===== src/rtl/instr_fetch_unit.sv =====
`default_nettype none
// ============================================================================
// instr_fetch_unit: credit-based instruction prefetch queue with redirect flush
// Revision: 1.0
// ============================================================================
module instr_fetch_unit #(
  parameter logic [31:0] RESET_PC    = 32'h0000_3000,
  parameter int          QUEUE_DEPTH = 4
) (
  input  logic        clk,
  input  logic        rst_n,
  output logic        imem_req_valid,
  input  logic        imem_req_ready,
  output logic [31:0] imem_req_addr,
  input  logic        imem_resp_valid,
  input  logic [31:0] imem_resp_data,
  input  logic        redirect_valid,
  input  logic [31:0] redirect_pc,
  output logic        out_valid,
  input  logic        out_ready,
  output logic [31:0] out_instr,
  output logic [31:0] out_pc
);

  localparam int PTR_W = $clog2(QUEUE_DEPTH);
  localparam int CNT_W = PTR_W + 1;
  localparam int SUM_W = CNT_W + 1;
  localparam logic [SUM_W-1:0] DEPTH_SUM = SUM_W'(QUEUE_DEPTH);

  if (QUEUE_DEPTH < 2 || (QUEUE_DEPTH & (QUEUE_DEPTH - 1)) != 0) begin : g_bad_depth
    $error("QUEUE_DEPTH must be a power of 2 and at least 2");
  end

  logic              active;
  logic [31:0]       fetch_pc;
  logic [31:0]       resp_pc;
  logic [CNT_W-1:0]  inflight;
  logic [CNT_W-1:0]  drop_cnt;
  logic [CNT_W-1:0]  q_count;
  logic [PTR_W-1:0]  wr_ptr;
  logic [PTR_W-1:0]  rd_ptr;
  logic [31:0]       q_instr [QUEUE_DEPTH];
  logic [31:0]       q_pc    [QUEUE_DEPTH];

  logic              req_fire;
  logic              out_fire;
  logic              push;
  logic [CNT_W-1:0]  inflight_next;
  logic [SUM_W-1:0]  credit_used;
  logic [31:0]       redirect_target;

  // Every outstanding request owns a queue slot, so the queue can never overflow.
  assign credit_used     = {1'b0, inflight} + {1'b0, q_count};
  assign imem_req_valid  = active && (credit_used < DEPTH_SUM);
  assign imem_req_addr   = fetch_pc;
  assign req_fire        = imem_req_valid && imem_req_ready;
  assign out_valid       = (q_count != '0);
  assign out_fire        = out_valid && out_ready;
  assign push            = imem_resp_valid && (drop_cnt == '0) && !redirect_valid;
  assign inflight_next   = inflight + CNT_W'(req_fire) - CNT_W'(imem_resp_valid);
  assign redirect_target = {redirect_pc[31:2], 2'b00};
  assign out_instr       = q_instr[rd_ptr];
  assign out_pc          = q_pc[rd_ptr];

  always_ff @(posedge clk or negedge rst_n) begin
    if (!rst_n) begin
      active   <= 1'b0;
      fetch_pc <= RESET_PC;
      resp_pc  <= RESET_PC;
      inflight <= '0;
      drop_cnt <= '0;
      q_count  <= '0;
      wr_ptr   <= '0;
      rd_ptr   <= '0;
    end else begin
      active   <= 1'b1;
      inflight <= inflight_next;
      if (redirect_valid) begin
        // Everything still in flight, including this cycle's request, is stale.
        fetch_pc <= redirect_target;
        resp_pc  <= redirect_target;
        drop_cnt <= inflight_next;
        q_count  <= '0;
        wr_ptr   <= '0;
        rd_ptr   <= '0;
      end else begin
        if (req_fire) fetch_pc <= fetch_pc + 32'd4;
        if (push) resp_pc <= resp_pc + 32'd4;
        if (imem_resp_valid && (drop_cnt != '0)) drop_cnt <= drop_cnt - CNT_W'(1);
        q_count <= q_count + CNT_W'(push) - CNT_W'(out_fire);
        if (push) wr_ptr <= wr_ptr + PTR_W'(1);
        if (out_fire) rd_ptr <= rd_ptr + PTR_W'(1);
      end
    end
  end

  always_ff @(posedge clk) begin
    if (push) begin
      q_instr[wr_ptr] <= imem_resp_data;
      q_pc[wr_ptr]    <= resp_pc;
    end
  end

endmodule
`default_nettype wire


===== config.mk =====
export PLATFORM = sky130hd
export DESIGN_NAME = instr_fetch_unit
export DESIGN_NICKNAME = d
export VERILOG_FILES = /design/src/rtl/instr_fetch_unit.sv
export SDC_FILE = /design/constraint.sdc
export NUM_CORES = 1
export LEC_CHECK = 0
export BUFFER_PORTS_ARGS = -buffer_cell sky130_fd_sc_hd__buf_4
export CAP_MARGIN = 20
export CORE_MARGIN = 2
export CORE_UTILIZATION = 50
export CTS_CLUSTER_SIZE = 14
export DETAILED_ROUTE_END_ITERATION = 16
export PLACE_DENSITY = 0.7
export SLEW_MARGIN = 15
export SYNTH_ARGS = -nofsm -noshare
export SYNTH_HDL_FRONTEND = slang
export SYNTH_SLANG_ARGS = --single-unit

===== constraint.sdc =====
create_clock -name clk -period 8.5 [get_ports clk]
set_clock_uncertainty 0.15 [all_clocks]
set_input_delay 0.85 -clock clk [delete_from_list [all_inputs] [get_ports clk]]
set_output_delay 0.85 -clock clk [all_outputs]
set_load 0.01 [all_outputs]

* Word level (Yosys, flattened, before mapping) *
Memory sizes are Yosys's and may differ from the RTL's.
Index checks and enable logic that the tools add are counted.
Widths: inputs -> output; s select.

storage, ports and cells
  memory bits (writable) = 256
  output and inout bits = 98
  bits of input ports = 70
  register bits after elaboration = 78
  memories = 2
  word-level logic and storage cells = 48

cells by class
  $lt $le $gt $ge = 1
  reduce and logical (&&, ||, !) cells = 14
  mux-type cells = 13
  add/subtract/negate cells = 10

memory list
  name     words  bits a word  read ports  clocked after memory_dff  wr ports  line  source
  q_instr  4      32           1           0                         1         42    logic [31:0] q_instr [QUEUE_DEPTH];
  q_pc     4      32           1           0                         1         43    logic [31:0] q_pc [QUEUE_DEPTH];

operators with widths
  kind                   number
  $mux 32                4
  $add 32x3->32 const B  2
  $mux 3                 3
  $mux 2                 4
  $reduce_bool 2->1      4
  $add 3x1->3            2
  $logic_and 1x1->1      6
  $reduce_bool 3->1      2
  $sub 3x1->3            2
  $add 2x1->2 const B    2
  $add 3x3->4            1
  $lt 4x3->1 const B     1
  $logic_not 3->1        1
  $sub 3x1->3 const B    1
  $mux 1                 2
  $logic_not 1->1        1

* Longest topological paths before layout *
  word-level depth = 7
  mapped depth = 13

* Worst setup path before layout *
OpenSTA, ideal clock, no wires.

  kind = input-to-reg
  from = in imem_resp_valid
  to = mem q_instr[0][0], enable pin
  stages = 3
  data arrival time = 2818 ps
  path slack = 5106 ps
  data required time = 7923 ps
  library setup time = 427 ps
  path through = nand3b_1 -> nor2_1 -> and2_1

on the way
  word-level cells in the longest chain between the ends = 4

RTL lines
  what                            line  source
  from (decl)                     15    input logic imem_resp_valid,
  $logic_and 1x1->1 (2 in a row)  59    assign push = imem_resp_valid && (drop_cnt == '0) && !redirect_valid;
  $mux 1                          98    if (push) begin
  $mux 1 (implied by the code)    99    q_instr[wr_ptr] <= imem_resp_data;
  to (decl)                       42

No other way between the ends.

* Worst setup path in the final report *
  from = reg rd_ptr[0]
  to = out out_instr[30]

on the way
  word-level cells in the longest chain between the ends = 1

RTL lines
  what                    line  source
  from (decl)             41    logic [PTR_W-1:0] rd_ptr;
  from (signal assigned)  92    if (out_fire) rd_ptr <= rd_ptr + PTR_W'(1);
  $mem_v2 4x32            --
  to (decl)               21    output logic [31:0] out_instr,

No other way between the ends.

==> metrics <==
status=complete, no violations; Pre-antenna DRT Iters=5; Worst-Skew Late Latency=0.51 ns; Slowest-stage cell, CP=buf_4; CP max stage delay=0.80 ns; share of cells above drive strength 1=32.98%; Clk pin slew, worst setup/hold paths=0.06 ns; Final Cell Area=15860 µm²; CP Class=register to primary output; vias in the first global route=7396; net switching power=1098 µW; met1 Use GR=27.27%; Post-layout nets=1012; flip-flop and latch count after synthesis=322; startpoint class of the critical path=register; Starting DRT DRC Count=607; first-pass GRT wire length=41880 µm; area occupied by multi-input gates=3670 µm²; RSZ-0062 raised after global routing=false; P&R area growth vs syn=20.55%; MaxCap Viol Count=0; top cells by area in the synthesized netlist=edfxtp_1 (57%), dfrtp_1 (13%), mux4_2 (11%), xor2_1 (2.1%), mux2_2 (1.6%); hold buffers post-CTS=0; Clock Power Share=35.1%; Sequential Area=9309 µm²; Max Clk Rate=262.2 MHz; crit-path max FO=46; Worst-Margin Slew=1.031 ns; Total Die Area=27630 µm²; Ys Warns=0; H-tree levels=2; routability cong.=0.8123; ys flop type=edfxtp_1; Worst VDD drop=0.2053 mV; Num CTS Buffers=35; Placed Area=14710 µm²; Pwr Density=269.7 nW/µm²; clock sink count=322; DRT antenna net count=0; Core Box Area=25980 µm²; Final setup viols=0; met2 global-route usage=31.64%; WP data arrival=2.81 ns; minimum clock period=3.814 ns; Routed WL=26440 µm; Tcrit/Tclk final=44.88%; Post-Syn Instances=754; commonest cells in the netlist=edfxtp_1 (248), dfrtp_1 (70), mux4_2 (62); Final TNS setup=0 ns; share of Yosys cell area claimed by the top area cell type=56.59%; Static Leak=0.005640 µW; count leader, synth=edfxtp_1; fillcell total=1970; Rel. slew slack=31.01%; Overflow after GRT=0; port bufs=161; vias=7173; Power Internal=3180 µW; mean number of vias per cell=5.573; Yosys cell types=48; Post-CTS Setup Inserts=0; GRT busiest layer=met2; average size of a mapped cell=17.45 µm²; Post-CTS Resized=0; Longest Clk Path Bufs=3; Post-synth ARST share=22.98%; Seq/Total Area, Yosys=70.70%; Reg power frac=44.9%; met3 track demand over resource=4.051%; Slew Limit Fails=0; Worst Hold Class=primary input to asynchronous set/reset pin; CP Capture Type=primary output; GRT Util Overall=19.43%; largest net degree at the start of global routing=75; CTS tree=yes; # IOs=168; DP HPWL=16110 µm; Chip Height=166.2 µm; antenna violations before repair=0; Sw Share=25.67%; number of flops mapped to enable cells by yosys=248; WP buf/inv=2; CP cell instances=buf_4, mux4_2, buf_4; Comb power frac=20.0%; Cell Area, Synth=13160 µm²; Starting Density=50.65%; FP Rows=59; Root Buffer Master=clkbuf_16; Top delay family on crit path=buffers and inverters; DRC viols=0; CP Data Required Time=7.50 ns; final hold vios=0; mean routed wirelength per cell=20.54 µm; most frequent CP cell=buf_4; number of diodes=0; area leader, netlist=edfxtp_1; die width=166.2 µm
-- stage by stage --
| step | setup WS [ns] | hold slack, ns | std cells | power (µW) | utilization [%] |
|---|---|---|---|---|---|
| finish | 4.686 | 0.3208 | 1287 | 4278 | 61.05 |
| global route | 4.451 | 0.3780 | 1287 | 4470 | 61.05 |
| CTS | 4.560 | 0.3741 | 1287 | 4328 | 61.05 |
| detailed placement | 5.099 | 0.3855 | 1224 | 2824 | 56.62 |
| global placement | 5.113 | 0.3913 | 1224 | 2809 | 56.62 |
| floorplan | 5.106 | 0.3427 | 757 | 2460 | - |
-- flip-flops by register name (all words and copies together), names as in the netlist --
name / cells
resp_pc: 30
active: 1
inflight: 3
wr_ptr: 2
q_pc: 120
q_instr: 128
imem_req_addr: 30
q_count: 3
drop_cnt: 3
rd_ptr: 2
-- power groups by stage --
stage	logic, µW	clock network (µW)	registers [µW]
2_1_floorplan	555	0	1900
3_3_place_gp	859	0	1950
3_5_place_dp	870	0	1950
4_1_cts	874	1530	1920
5_1_grt	937	1590	1940
6_report	856	1500	1920
-- cell type report --
cell class,count,share of cell area [%]
tap,335,2.642
clock inverter,23,1.357
clock buffer,40,5.907
multi-input combinational,383,23.13
inverter,18,0.4259
sequential,322,58.68
timing repair buffer,166,7.856
-- worst paths after layout --
| kind | start | depth (start not counted) | end | slack (ns) |
|---|---|---|---|---|
| max | rd_ptr[0]$_DFFE_PN0P_ | 3 | out_instr[30] | 4.69 |
| max reg2reg | inflight[2]$_DFF_PN0_ | 6 | imem_req_addr[24]$_DFFE_PN0N_ | 5.06 |
| min | rst_n | 1 | imem_req_addr[10]$_DFFE_PN0N_ | 0.32 |
| min in group clk | imem_resp_data[23] | 1 | q_instr[3][23]$_DFFE_PP_ | 0.40 |
| min reg2reg | inflight[0]$_DFF_PN0_ | 1 | inflight[0]$_DFF_PN0_ | 0.40 |
| max in group asynchronous | rst_n | 1 | rd_ptr[0]$_DFFE_PN0P_ | 7.12 |
-- cell usage in the layout, fill, tap and decap left out, types with 4 or more instances in the layout --
master	count
a21boi_0	10
a21boi_1	5
a21oi_1	14
a31oi_1	5
and2_4	4
and3_1	13
buf_4	166
bufinv_16	4
clkbuf_16	37
clkinv_1	9
clkinv_2	6
conb_1	5
dfrtp_1	68
dfstp_2	4
edfxtp_1	248
ha_1	14
inv_1	17
mux2_2	19
mux2i_1	6
mux4_2	62
nand2_1	20
nand2b_1	11
nand3_1	29
nand4_1	25
nor2_1	31
nor3_1	9
o21a_1	5
o21ai_0	7
or3_1	5
xnor2_1	24
xor2_1	31
-- cell families (layout without fill, tap and decap cells) --
family	Yosys count	after routing	synth area share (%)
fa+ha+maj	16	16	1.635
buf+inv	52	247	1.626
compound gates	54	54	2.710
mux	87	87	12.69
flops	322	322	70.70
xor+xnor	55	55	3.660
other cells	2	5	0.05707
simple gates	166	166	6.922
-- per-layer routing --
layer / vias to the layer above / wire (µm)
met5: - / 0
met4: 0 / 498
met1: 3636 / 11660
li1: 3278 / -
met2: 218 / 12680
met3: 41 / 1599
Note: power is estimated with default switching activity, not from simulation.
